## config.mk

```make
export PLATFORM = sky130hd
export DESIGN_NAME = nibble_serial_adder
export DESIGN_NICKNAME = d
export VERILOG_FILES = /design/src/rtl/nibble_serial_adder.sv
export SDC_FILE = /design/constraint.sdc
export NUM_CORES = 1
export LEC_CHECK = 0
export BUFFER_PORTS_ARGS = -buffer_cell sky130_fd_sc_hd__buf_2
export CAP_MARGIN = 30
export CORE_MARGIN = 3
export CORE_UTILIZATION = 54
export CTS_BUF_LIST = sky130_fd_sc_hd__clkbuf_4
export DETAILED_ROUTE_END_ITERATION = 8
export GPL_ROUTABILITY_DRIVEN = 0
export PLACE_DENSITY = 0.78
export SLEW_MARGIN = 5
export SYNTH_ARGS = -nofsm -noshare
export SYNTH_HDL_FRONTEND = slang
export SYNTH_SLANG_ARGS = --single-unit
```

## constraint.sdc

```tcl
create_clock -name clk -period 2.1 [get_ports clk]
set_input_delay 0.42 -clock clk [delete_from_list [all_inputs] [get_ports clk]]
set_output_delay 0.42 -clock clk [all_outputs]
set_load 0.01 [all_outputs]
```

## src/rtl/nibble_serial_adder.sv

```systemverilog
// Serial wide adder: walks two WIDTH-bit operands through an external 4-bit
// ripple-carry slice one nibble per clock and returns the result on valid/ready.
module nibble_serial_adder #(
  parameter int WIDTH = 16  // multiple of 4, at least 4
) (
  input  logic             clk,
  input  logic             rst,
  input  logic             in_valid,
  output logic             in_ready,
  input  logic [WIDTH-1:0] a,
  input  logic [WIDTH-1:0] b,
  input  logic             cin,
  output logic [3:0]       add_a,
  output logic [3:0]       add_b,
  output logic             add_cin,
  input  logic [3:0]       add_sum,
  input  logic             add_cout,
  output logic             out_valid,
  input  logic             out_ready,
  output logic [WIDTH-1:0] sum,
  output logic             cout,
  output logic             ovf,
  output logic             busy,
  output logic [1:0]       dbg_state
);

  // Handshakes: a transfer happens on a rising edge where valid and ready are
  // both high; valid never depends on ready, and in_ready/out_valid are pure
  // functions of the registered state.

  localparam int NIB  = WIDTH / 4;
  localparam int IDXW = (NIB > 1) ? $clog2(NIB) : 1;
  localparam logic [IDXW-1:0] LAST = IDXW'(NIB - 1);

  typedef enum logic [1:0] {
    S_IDLE = 2'd0,
    S_RUN  = 2'd1,
    S_DONE = 2'd2
  } state_t;

  state_t           r_state;
  state_t           w_next;
  logic [IDXW-1:0]  r_idx;
  logic             r_carry;
  logic [WIDTH-1:0] r_a;
  logic [WIDTH-1:0] r_b;
  logic [WIDTH-1:0] r_sum;
  logic             r_cout;
  logic             r_ovf;

  logic             w_accept;
  logic             w_run;
  logic             w_last;
  logic [IDXW+1:0]  w_base;

  assign w_accept = in_valid && (r_state == S_IDLE);
  assign w_run    = (r_state == S_RUN);
  assign w_last   = (r_idx == LAST);
  assign w_base   = {r_idx, 2'b00};

  always_comb begin
    w_next = r_state;
    case (r_state)
      S_IDLE:  if (in_valid)  w_next = S_RUN;
      S_RUN:   if (w_last)    w_next = S_DONE;
      S_DONE:  if (out_ready) w_next = S_IDLE;
      default:                w_next = S_IDLE;
    endcase
  end

  always_ff @(posedge clk or posedge rst) begin
    if (rst) r_state <= S_IDLE;
    else     r_state <= w_next;
  end

  always_ff @(posedge clk or posedge rst) begin
    if (rst) begin
      r_idx   <= '0;
      r_carry <= 1'b0;
      r_a     <= '0;
      r_b     <= '0;
      r_sum   <= '0;
      r_cout  <= 1'b0;
      r_ovf   <= 1'b0;
    end else if (w_accept) begin
      r_a     <= a;
      r_b     <= b;
      r_carry <= cin;
      r_idx   <= '0;
      r_sum   <= '0;
    end else if (w_run) begin
      r_sum[w_base +: 4] <= add_sum;
      r_carry            <= add_cout;
      if (w_last) begin
        r_idx  <= '0;
        r_cout <= add_cout;
        // add_sum[3] is the MSB of the final sum, written this same edge.
        r_ovf  <= (r_a[WIDTH-1] == r_b[WIDTH-1]) && (add_sum[3] != r_a[WIDTH-1]);
      end else begin
        r_idx <= r_idx + IDXW'(1);
      end
    end
  end

  assign add_a     = w_run ? r_a[w_base +: 4] : 4'd0;
  assign add_b     = w_run ? r_b[w_base +: 4] : 4'd0;
  assign add_cin   = w_run ? r_carry : 1'b0;

  assign in_ready  = (r_state == S_IDLE);
  assign busy      = (r_state != S_IDLE);
  assign out_valid = (r_state == S_DONE);
  assign sum       = r_sum;
  assign cout      = r_cout;
  assign ovf       = r_ovf;
  assign dbg_state = r_state;

endmodule

```

Word level (Yosys, flattened, before mapping):

Cells that the tools add are included.

* div/mod/pow operators: 0
* $lt $le $gt $ge: 0
* add/subtract/negate cells: 2
* $mul: 0
* shift-type cells: 4
* bitwise logic cells: 1
* reduce and logical (&&, ||, !) cells: 7
* multiplexer cells: 15
* equality and inequality tests: 8

Operators with widths (number)
* $mux W16: 2
* $shiftx A16 B5 Y4: 2
* $bwmux W16: 1
* $shift A4 B6 Y16 const A: 1
* $shiftx A4 B6 Y16: 1
* $mux W2: 6
* $mux W4: 2
* $neg A4 Y6: 1
* $pmux W2 S3: 1
* $reduce_and A3 Y1: 2
* $eq A2 B2 Y1 const B: 2
* $ne A2 B1 Y1 const B: 2
* $reduce_bool A2 Y1: 2
* $mux W1: 3
* $add A2 B1 Y2 const B: 1
* $eq A2 B1 Y1 const B: 1
* $logic_and A1 B1 Y1: 2
* $logic_not A2 Y1: 1
* $ne A2 B2 Y1 const B: 1
* $eq A1 B1 Y1: 1
* $ne A1 B1 Y1: 1
* $not A1 Y1: 1

* register bits after elaboration: 55
* memories kept: 0
* input bits: 42
* bits in writable memories: 0
* bits in latches: 0
* bits in read-only memories: 0
* word-level logic and storage cells: 45

Longest topological paths before layout:

* depth in word-level cells: 5
* mapped depth: 6
* depth with buffers taken out: 5

Worst setup path before layout:

OpenSTA, ideal clock, no wires.

* path type: register -> output
* start point: reg r_idx[0]
* end point: out add_a[1]
* arrival: 1.344 ns
* data required time: 1.680 ns
* setup slack: 0.336 ns
* buffers on the path: 1
* stages on the path, launching flop included: 4
* cells stage by stage: dfrtp_1 > buf_6 > mux4_2 > and2_1

* word-level cells in the longest chain between the ends: 2

Ends and longest elaborated chain
* start, declared: RTL line 43 `logic [IDXW-1:0] r_idx;`
* start signal, assigned: RTL line 100 `r_idx <= r_idx + IDXW'(1);`
* $shiftx A16 B5 Y4: RTL line 105 `assign add_a = w_run ? r_a[w_base +: 4] : 4'd0;`
* $mux W4: RTL line 105
* end, declared: RTL line 13 `output logic [3:0] add_a,`

Every way passes these cells.

Worst setup path in the final report:

* start point: reg r_idx[0]
* end point: out add_b[1]

* word-level cells in the longest chain between the ends: 2

Ends and longest elaborated chain
* $shiftx A16 B5 Y4: RTL line 106 `assign add_b = w_run ? r_b[w_base +: 4] : 4'd0;`
* $mux W4: RTL line 106
* end, declared: RTL line 14 `output logic [3:0] add_b,`

Every way passes these cells.

==> run_results.csv <==
group,metric,value,unit
outcome,status,"complete, but fails checks",
outcome,violations,"setup timing",
route,wire_per_inst,14.5,um
grt,grt_max_degree,37,
die,core-area,0.00450,mm2
sta,fin_ws,-0.0745,ns
logic_synthesis,synth_cell_types,34,
logic_synthesis,synth.avg_cell_area,10.4,um2
setup_path,cp.required,1.68,ns
logic_synthesis,synth_top_family_by_area,"simple AND/OR/NAND/NOR gates",
grt,antenna_found_initial,0,
placed_design,dp_hpwl,3910,um
setup_path,r2r-end,"sum[10]",
cells_and_area,final_common_cell,"nand2_1",
die,die_h,75.3,um
logic_synthesis,synthAdderAreaFrac,2.90,%
pwr,ir_worst_vdd,0.711,mV
setup_path,critical_path_arrival,1.75,ns
pwr,p_per_area,1500,mW/mm2
die,start_util,57.5,%
cts,htreeDepth,2,
sta,setup_violations,8,
cts,cts_made_buffers,5,
setup_path,reg2reg_depth,7,
cells_and_area,synthToLayoutAreaGrowth,22.5,%
logic_synthesis,synth-edff-count,0,
cts,cts_buffer_depth,2,
die,dieArea,0.00567,mm2
setup_path,rrSetupSlack,0.25,ns
sta,period_share,104,%
logic_synthesis,synth_seq_cells,55,
setup_path,cp-end-kind,"output pin",
cells_and_area,layout_common_cells,"nand2_1, buf_2, dfrtp_1",
cells_and_area,final_nets,373,
logic_synthesis,syn_area,0.00259,mm2
die,io_pins,74,
pwr,leakagePower,1.71,nW
route,drt-initial-drc-count,130,
sta,hold_viol,0,
cts,cts-root-buf,"clkbuf_4",
grt,grt_pass1_wl,9030,um
sta,worstMarginPinSlew,0.565,ns
cts,insertion_delay,0.38,ns
setup_path,start_kind,"flip-flop",
sta,worst_clock_skew,0.0192,ns
flow_run,max_cap_violations,0,
cells_and_area,final_layout_size_suffix_gt1_share,34.0,%
logic_synthesis,yosysWarnings,0,
setup_path,path_max_fanout,3,
logic_synthesis,synth_compound_area_share,8.11,%
setup_path,critPathKind,"flip-flop to output pin",
sta,rsz0062_at_grt,"yes",
die,rows,24,
cts,cts.sinks,55,
logic_synthesis,synth_mux_area_share,7.82,%
sta,drv_slew,0,
logic_synthesis,netlist_instances,248,
cells_and_area,n_antenna_cell,0,
grt,overflow,0,
setup_path,timing.rr.start,"r_idx[0]",
sta,fmaxAchievable,460,MHz
route,antenna_left,0,
logic_synthesis,ys_async_sr_fraction,100,%
cts,cts_tree,"yes",
die,die_w,75.3,um
route,via_per_inst,5.30,
logic_synthesis,yosys.area_share.xor_xnor,0,%
logic_synthesis,syn_nets,296,
route,drcViolationCount,0,
logic_synthesis,synthSimpleGateAreaFrac,23.8,%
sta,fin_crit,2.17,ns
sta,tns,-0.484,ns
sta,slew_headroom,62.3,%
logic_synthesis,ys.flop_type,"dfrtp_1",
grt,grt_pass1_vias,1930,
route,num_vias,2003,
placed_design,dpl_worst_slack,0.258,ns
logic_synthesis,ys_seq_area_share,53.1,%
route,drt-pass1-iter-count,4,
route,wirelength,5470,um
cts,cts.reportedPaths.clkPinSlew,0.16,ns
placed_design,portBuffers,73,
grt,globalRouteTotalUtil,21.2,%
min_path,hold_class,"input port to async pin",
## cell type report
| class | instances | area [um2] |
|---|---|---|
| sequential | 55 | 1380 |
| clock buffer | 6 | 45.0 |
| inverter | 5 | 18.8 |
| multi-input combinational | 176 | 1110 |
| timing repair buffer | 82 | 500 |
| clock inverter | 2 | 60.1 |
| tap | 52 | 65.1 |
| fill | 358 | 1330 |
## Yosys cell counts (3+ instances only)
master,count,area [um2]
mux4_2,5,113
nor2_1,3,11.3
nand2_1,105,394
buf_2,4,20.0
a21o_1,3,22.5
a22o_1,13,114
and2_1,9,56.3
buf_6,5,56.3
inv_1,5,18.8
nand2b_1,5,31.3
mux4_1,3,78.8
ha_1,6,75.1
dfrtp_1,55,1380
## per-stage QoR
stage	hold WS (ns)	total power [mW]	util [%]	instances	cell area, um2
after floorplan	0.437	3.23	-	248	2590
after global placement	0.451	3.79	66.9	369	3020
after detailed placement	0.454	3.87	66.9	369	3020
after CTS	0.0498	4.65	69.7	378	3140
after global routing	0.0618	5.12	70.4	378	3170
final	0.0378	4.74	70.4	378	3170
## critical path, cell delays in order (launching register included)
cell	delay [ns]
dfrtp_1	0.45
buf_6	0.14
mux4_2	0.48
and2_1	0.17
buf_2	0.13
## flip-flops by register name, indices dropped and copies added, names as in the netlist
name	cells
r_a	16
r_b	16
sum	16
dbg_state	2
r_idx	2
cout	1
ovf	1
r_carry	1
## cell families (layout without fill, tap and decap cells)
group | Yosys count | after routing
mux | 9 | 9
fa+ha+maj | 6 | 6
flops | 55 | 55
compound gates | 26 | 26
buf+inv | 17 | 95
simple gates | 135 | 135
## timing repair
action,in CTS,in global routing
setup buffers,1,0
resized for setup,9,8
endpoints found under the setup margin,8,8
hold buffers,0,0
## worst max-delay path by stage
stage,startpoint,endpoint,depth (start not counted)
final,r_idx[0],add_b[1],4
after global routing,r_idx[0],add_b[1],4
after CTS,r_idx[0],add_b[1],4
after detailed placement,r_idx[1],sum[6],5
after global placement,r_idx[0],add_b[0],4
after floorplan,rst,cout,1
## routing by layer
layer / up-vias / global-route usage [%] / routed length (um)
met1: 953 / 29.8 / 2470
met5: - / 0 / 0
met4: 0 / 7.57 / 97
li1: 979 / - / -
met2: 60 / 33.5 / 2590
met3: 11 / 3.87 / 311
## where the power goes
part	internal, mW	switching, mW
registers	1.50	0.282
logic	1.12	1.14
clock network	0.385	0.318
Power figures use the tool's default switching activity.
